File: config.mk
export PLATFORM = sky130hd
export DESIGN_NAME = n2_8x8_seq
export DESIGN_NICKNAME = d
export VERILOG_FILES = /design/src/rtl/n2_8x8_seq.sv
export SDC_FILE = /design/constraint.sdc
export NUM_CORES = 1
export LEC_CHECK = 0
export ABC_AREA = 1
export CORE_MARGIN = 5
export CORE_UTILIZATION = 55
export CTS_CLUSTER_SIZE = 14
export DETAILED_ROUTE_END_ITERATION = 12
export GPL_ROUTABILITY_DRIVEN = 0
export PLACE_DENSITY = 0.79
export RECOVER_POWER = 100
export SYNTH_ARGS = -nofsm -noshare
export SYNTH_HDL_FRONTEND = slang
export SYNTH_SLANG_ARGS = --single-unit
File: constraint.sdc
create_clock -name clk -period 3.2 [get_ports clk]
set_input_delay 0.96 -clock clk [delete_from_list [all_inputs] [get_ports clk]]
set_output_delay 0.96 -clock clk [all_outputs]
set_load 0.01 [all_outputs]
File: src/rtl/n2_8x8_seq.sv
// Sequential 8x8 multiplier: one shared 4x4 core evaluated over four cycles,
// nibble sub-products accumulated with exact shifted 16-bit addition.

module n2_4x4 #(
  parameter bit APPROX = 1'b1
) (
  input  logic [3:0] p_i,
  input  logic [3:0] q_i,
  output logic [7:0] prod_o
);

  if (APPROX) begin : g_n2
    logic [3:0][3:0] pp;   // pp[i][j] = p[i] & q[j], weight 2^(i+j)
    logic [5:0]      col;

    for (genvar i = 0; i < 4; i++) begin : g_row
      for (genvar j = 0; j < 4; j++) begin : g_col
        assign pp[i][j] = p_i[i] & q_i[j];
      end
    end

    // Columns 0..5 collapse their partial products with OR, no carries
    assign col[0] = pp[0][0];
    assign col[1] = pp[0][1] | pp[1][0];
    assign col[2] = pp[0][2] | pp[1][1] | pp[2][0];
    assign col[3] = pp[0][3] | pp[1][2] | pp[2][1] | pp[3][0];
    assign col[4] = pp[1][3] | pp[2][2] | pp[3][1];
    assign col[5] = pp[2][3] | pp[3][2];

    assign prod_o = {pp[3][3] & pp[2][2], pp[3][3] & ~pp[2][2], col};
  end else begin : g_exact
    assign prod_o = p_i * q_i;
  end

endmodule

module n2_8x8_seq #(
  parameter bit APPROX = 1'b1
) (
  input  logic        clk,
  input  logic        rst_n,
  input  logic [7:0]  a,
  input  logic [7:0]  b,
  input  logic        in_valid,
  output logic        in_ready,
  output logic [15:0] Y,
  output logic        out_valid,
  input  logic        out_ready
);

  typedef enum logic [1:0] {IDLE, CALC, DONE} state_t;

  state_t      state_q;
  logic [7:0]  a_q, b_q;
  logic [1:0]  cnt_q;
  logic [15:0] acc_q, acc_d;
  logic [15:0] y_q;
  logic        out_valid_q;
  logic        in_ready_q;

  logic [3:0]  nib_p, nib_q;
  logic [3:0]  shamt;
  logic [7:0]  sub_prod;
  logic [15:0] term;

  // Core operands come only from the latched nibbles, never from a/b
  always_comb begin
    nib_p = a_q[3:0];
    nib_q = b_q[3:0];
    shamt = 4'd0;
    case (cnt_q)
      2'd0: begin nib_p = a_q[3:0]; nib_q = b_q[3:0]; shamt = 4'd0; end
      2'd1: begin nib_p = a_q[7:4]; nib_q = b_q[3:0]; shamt = 4'd4; end
      2'd2: begin nib_p = a_q[3:0]; nib_q = b_q[7:4]; shamt = 4'd4; end
      2'd3: begin nib_p = a_q[7:4]; nib_q = b_q[7:4]; shamt = 4'd8; end
      default: ;
    endcase
  end

  n2_4x4 #(.APPROX(APPROX)) u_core (
    .p_i    (nib_p),
    .q_i    (nib_q),
    .prod_o (sub_prod)
  );

  assign term  = {8'h00, sub_prod} << shamt;
  assign acc_d = acc_q + term;

  always_ff @(posedge clk or negedge rst_n) begin
    if (!rst_n) begin
      state_q     <= IDLE;
      a_q         <= '0;
      b_q         <= '0;
      cnt_q       <= '0;
      acc_q       <= '0;
      y_q         <= '0;
      out_valid_q <= 1'b0;
      in_ready_q  <= 1'b1;
    end else begin
      case (state_q)
        IDLE: begin
          if (in_valid) begin
            a_q        <= a;
            b_q        <= b;
            acc_q      <= '0;
            cnt_q      <= '0;
            in_ready_q <= 1'b0;
            state_q    <= CALC;
          end
        end
        CALC: begin
          acc_q <= acc_d;
          cnt_q <= cnt_q + 2'd1;
          if (cnt_q == 2'd3) begin
            y_q         <= acc_d;
            out_valid_q <= 1'b1;
            state_q     <= DONE;
          end
        end
        DONE: begin
          if (out_ready) begin
            out_valid_q <= 1'b0;
            in_ready_q  <= 1'b1;
            state_q     <= IDLE;
          end
        end
        default: state_q <= IDLE;
      endcase
    end
  end

  assign in_ready  = in_ready_q;
  assign out_valid = out_valid_q;
  assign Y         = y_q;

endmodule
==> results of run 1 <==
## worst register-to-register path, delay by kind of cell (launching register included)
| family | cells | cell delay, ns |
|---|---|---|
| simple gates | 12 | 1.08 |
| compound gates | 3 | 0.72 |
| buf+inv | 2 | 0.19 |
| flops | 1 | 0.47 |
| fa+ha+maj | 2 | 0.59 |
## layout make-up
cell class	instances	area (um2)	area share, %
well taps	72	90.1	2.28
repair buffers	48	435	11.0
multi-input cells	327	1830	46.5
flip-flops and latches	54	1360	34.4
inverters	36	138	3.49
clock inverters	1	5.00	0.127
clock buffers	7	86.3	2.19
## per-layer routing
| metal | up-vias | GRT usage (%) | routed length, um |
|---|---|---|---|
| li1 | 1462 | - | - |
| met1 | 1381 | 29.5 | 3460 |
| met2 | 80 | 35.1 | 3770 |
| met3 | 15 | 3.99 | 461 |
| met4 | 0 | 6.23 | 184 |
| met5 | - | 0 | 0 |
## Yosys cell counts (3+ instances only)
| library cell | instances |
|---|---|
| a21oi_1 | 14 |
| nand3_1 | 25 |
| nor3_1 | 3 |
| buf_2 | 4 |
| ha_1 | 19 |
| nand2_1 | 162 |
| nand2_2 | 7 |
| nor2_1 | 24 |
| inv_1 | 33 |
| xor2_1 | 6 |
| dfrtp_1 | 53 |
| clkbuf_1 | 3 |
| o21ai_0 | 25 |
| o21ai_1 | 8 |
| a21o_1 | 3 |
| nand4_1 | 4 |
| nor2_2 | 3 |
| inv_2 | 3 |
## flip-flops by register name, indices dropped and copies added, names as in the netlist
signal,cells
cnt_q,2
out_valid,1
state_q,2
acc_q,16
Y,16
in_ready,1
a_q,8
b_q,8
## how the worst max path moves through the flow
stage / from / to / cells past startpoint
2_1_floorplan: cnt_q[0]$_DFFE_PN0P_ / acc_q[7]$_DFFE_PN0P_ / 15
3_3_place_gp: cnt_q[0]$_DFFE_PN0P_ / acc_q[11]$_DFFE_PN0P_ / 16
3_5_place_dp: cnt_q[0]$_DFFE_PN0P_ / acc_q[11]$_DFFE_PN0P_ / 16
4_1_cts: cnt_q[0]$_DFFE_PN0P_ / acc_q[9]$_DFFE_PN0P_ / 16
5_1_grt: cnt_q[0]$_DFFE_PN0P_ / acc_q[15]$_DFFE_PN0P_ / 20
6_report: cnt_q[0]$_DFFE_PN0P_ / Y[15]$_DFFE_PN0P_ / 19
## metrics by stage
stage | setup TNS (ns) | instance area [um2] | std cells | hold WS (ns) | worst slack [ns]
floorplan | 0 | 3210 | 424 | 0.443 | 0.267
global placement | 0 | 3690 | 534 | 0.456 | 0.0372
detailed placement | -0.102 | 3690 | 534 | 0.457 | -0.0350
CTS | 0 | 3800 | 542 | 0.472 | 0.0508
global route | -0.558 | 3940 | 545 | 0.482 | -0.106
finish | 0 | 3940 | 545 | 0.470 | 0.0529
## cells by family after synthesis
kind of cell | count (synthesis) | synth area share (%)
DFF | 54 | 42.1
adders and majority gates | 20 | 8.03
and+or+nand+nor | 238 | 31.6
xor gates and xnor gates | 8 | 2.18
AOI/OAI and AO/OA | 61 | 10.9
buffers and inverters | 43 | 5.18
## what timing repair did
item	in CTS	in global routing
setup endpoints to repair	7	22
pin swaps	0	16
gates resized for setup	3	37
setup buffers	0	3
==> run summary, run 1 <==
Status = finished clean
Htree depth = 2
Cell variety after synth = 37
Final period util = 98.3%
Arr. time, crit path = 3.37 ns
Max-slew violation count = 0
Critical Path Sink Type = flop
Hold Path Class = flop to flop
TritonCTS clock tree = built
Commonest non-fill, non-tap cell in the layout = nand2_1
Top cells by area, synth = dfrtp_1 41%, nand2_1 19%, ha_1 7.4%
Hold Path Sink = in_ready$_DFFE_PN1P_
Syn_area_per_cell = 7.57 um2
Max_slew headroom = 22.4%
FMAX = 318 MHz
Row cnt = 27
Top_reg_cell synth = dfrtp_1
I/O Buffers = 37
Post-synth top area share = 41.3%
Clock Pin Slew Worst Setup and Hold Paths = 0.10 ns
Fraction of layout cells with a size suffix above 1 = 14.8%
FF-to-FF Start = cnt_q[0]$_DFFE_PN0P_
Seq cells post-synth = 54
Area Overhead vs Synth = 22.8%
Number of global-route vias before repair = 2,729
Vias/cell = 5.39
CTS max path bufs = 2
Crit-path slowest cell = dfrtp_2
Initial antenna violation count = 0
Largest net degree at the start of global routing = 29
I/O pins = 38
First-pass GRT wire length = 13.0 mm
Post-synth top area cell = dfrtp_1
Via count = 2,938
RR Endpoint = Y[15]$_DFFE_PN0P_
Grt ovf = 0
Worst path top cell family by delay = simple AND/OR/NAND/NOR gates
YS warnings = 0
Cts bufs inserted = 5
HP Start = in_ready$_DFFE_PN1P_
Max_cap viols = 0
Post-DR wirelength/cell = 14.5 um
Routed Antenna Nets = 0
DRT Wirelength = 7.88 mm
Most used cell, CP = nand2_2
Final nets = 512
Synthesized cell area = 0.00321 mm2
Slowest Stage Delay on Critical Path = 0.47 ns
Die Area = 0.00746 mm2
Register area share after synthesis = 42.1%
Worst setup path category = flop to flop
Clock root buffer = clkbuf_8
Least-Margin Pin Slew = 1.16 ns
CP Launch Type = flop
Buf/Inv on CP = 2
CP Cell Sequence = ha_2 > inv_1 > nand2_2 > nand2_2 > nand2_2 > and2_4 > a221o_1 > o21ai_2 > nor2_1 > ha_1 > a21o_1 > nand3_2 > nand3_4 > nand2_2 > nand4_1 > inv_1 > nand2_2 > nand3_2 > nand2_1
Die Y = 86.4 um
DP Wirelength = 5.84 mm
DRT iter0 DRCs = 204
Final Hold Vio Count = 0
Total track usage = 21.6%
# clock sinks = 54
Most frequent cells in the layout = 155 x nand2_1, 51 x dfrtp_1, 35 x clkdlybuf4s50_1
Final Setup Violations = 0
Crit path required time = 3.42 ns
Ant diodes = 0
Cells on Worst Hold Path = 2
Filler cells = 464
EDFF count, synth = 0
Reg2reg setup slack = 0.05 ns
Die W = 86.4 um
Async set or reset register ratio after synthesis = 100%
DRT Pass-1 Iters = 4
Core area = 0.00557 mm2
Worst-path fanout max = 6
Clk Latency, worst-skew pair = 0.32 ns
FF-to-FF path depth = 19
RSZ-0062 raised after global routing = yes
Hold Buf Count CTS = 0
Worst Skew = 0.00979 ns
Initial Utilization = 57.6%
Syn_nets = 464
Crit path time final = 3.15 ns
Post-Syn Instances = 424
Layout Utilization = 70.8%
Drt drc = 0
Power of run 1 is not shown: default switching activity piles up to over one toggle a cycle in this logic, so the estimate is an artifact.
==> run 2, diff against run 1 <==
--- a/config.mk
+++ b/config.mk
@@ -8,10 +8,10 @@
 export ABC_AREA = 1
 export CORE_MARGIN = 5
 export CORE_UTILIZATION = 55
-export CTS_CLUSTER_SIZE = 14
 export DETAILED_ROUTE_END_ITERATION = 12
+export DONT_BUFFER_PORTS = 1
 export GPL_ROUTABILITY_DRIVEN = 0
-export PLACE_DENSITY = 0.79
+export PLACE_DENSITY = 0.7
 export RECOVER_POWER = 100
 export SYNTH_ARGS = -nofsm -noshare
 export SYNTH_HDL_FRONTEND = slang
==> run 2 against run 1 <==
Utilization decreased by 5.9 points. Design area decreased by 8.4%. Sequential share of layout area increased by 3.1 points. Final cell count decreased by 7.7%. Critical path depth decreased by 3. Sequential cell count unchanged. Non-clock buffer count decreased by 42. Worst setup slack improved by 0.039 ns. Global-route usage decreased by 1.3 points. Die area unchanged. Critical endpoint is now acc_q[10]$_DFFE_PN0P_.
==> run summary, run 2 (same netlist as run 1, synthesis figures left out) <==
Status = finished clean
Clk Latency, worst-skew pair = 0.32 ns
Ant diodes = 0
Routed Antenna Nets = 0
Least-Margin Pin Slew = 0.655 ns
RSZ-0062 raised after global routing = yes
Grt ovf = 0
Max-slew violation count = 0
# clock sinks = 54
Largest net degree at the start of global routing = 55
CP Launch Type = flop
DP Wirelength = 5.27 mm
Die Y = 86.4 um
Post-DR wirelength/cell = 14.6 um
Core area = 0.00557 mm2
Crit path required time = 3.41 ns
Commonest non-fill, non-tap cell in the layout = nand2_1
Fraction of layout cells with a size suffix above 1 = 15.1%
Area Overhead vs Synth = 12.5%
DRT iter0 DRCs = 305
Crit path time final = 3.11 ns
I/O pins = 38
Row cnt = 27
CTS max path bufs = 2
Final period util = 97.1%
Number of global-route vias before repair = 2,736
Hold Path Class = input port to asynchronous set/reset pin
Initial Utilization = 57.6%
Max_slew headroom = 56.3%
Final Setup Violations = 0
Htree depth = 2
Initial antenna violation count = 0
FMAX = 322 MHz
DRT Pass-1 Iters = 4
Final Hold Vio Count = 0
Most frequent cells in the layout = 156 x nand2_1, 51 x dfrtp_1, 29 x inv_1
First-pass GRT wire length = 12.2 mm
Worst Skew = 0.00838 ns
Worst setup path category = flop to flop
Cts bufs inserted = 5
DRT Wirelength = 7.33 mm
Via count = 2,762
Vias/cell = 5.49
Die Area = 0.00746 mm2
Max_cap viols = 0
Die W = 86.4 um
Drt drc = 0
Total track usage = 20.3%
Final hold slack = 0.323 ns
Post-route insts no fill = 503
Final nets = 470
Cell area after layout = 0.00361 mm2
Arr. time, crit path = 3.32 ns
Worst-path fanout max = 6
Hold Buf Count CTS = 0
Critical Path Sink Type = flop
Area post-placement = 0.00331 mm2
Placed Instances = 494
Layout Utilization = 64.8%
Clock Pin Slew Worst Setup and Hold Paths = 0.10 ns
I/O Buffers = 0
TritonCTS clock tree = built
Clock root buffer = clkbuf_8
Reg2reg setup slack = 0.09 ns
==> run 2: what timing repair did <==
action	in CTS	in global routing
endpoints found under the setup margin	8	20
pin swaps	1	14
buffers inserted	0	1
hold endpoints to repair	0	0
resized for setup	3	51
==> run 2: cell type report <==
type,count,area (um2)
clock buffers,7,86.3
clock inverters,1,30.0
fillers,511,1960
inverters,36,140
multi-input cells,327,1870
flip-flops and latches,54,1360
well taps,72,90.1
repair buffers,6,41.3
==> run 2: through the flow <==
stage               worst slack [ns]  setup TNS [ns]
floorplan                      0.267               0
global placement             0.00476               0
detailed placement           -0.0965          -0.330
CTS                           0.0207               0
global route                 -0.0846          -0.591
finish                        0.0915               0
==> run 2: layer usage <==
layer / track usage [%] / up-vias / part of all wire, %
li1: - / 1387 / -
met1: 27.0 / 1261 / 46
met2: 32.5 / 96 / 45
met3: 4.28 / 18 / 6.2
met4: 7.51 / 0 / 2.8
met5: 0 / - / 0
==> run 2: final timing paths <==
check,to,startpoint,depth (start not counted)
max,acc_q[10]$_DFFE_PN0P_,cnt_q[0]$_DFFE_PN0P_,16
min,Y[2]$_DFFE_PN0P_,rst_n,0
max reg2reg,acc_q[10]$_DFFE_PN0P_,cnt_q[0]$_DFFE_PN0P_,16
min reg2reg,a_q[4]$_DFFE_PN0P_,a_q[4]$_DFFE_PN0P_,2
max in group asynchronous,in_ready$_DFFE_PN1P_,rst_n,0
min in group clk,a_q[4]$_DFFE_PN0P_,a_q[4]$_DFFE_PN0P_,2
==> run 2: critical path, stage by stage, from the launching register on <==
cell	delay, ns
dfrtp_2	0.49
ha_4	0.23
o21ai_0	0.21
nand2_2	0.12
a22o_1	0.26
inv_1	0.07
nand2_1	0.04
o21ai_0	0.12
nor2_1	0.08
ha_1	0.37
a21oi_1	0.29
a21boi_4	0.26
o21ai_2	0.09
nand2_1	0.10
nand3b_1	0.11
nand3_1	0.11
nand2_1	0.06
Power of run 2 is left out for the same reason.
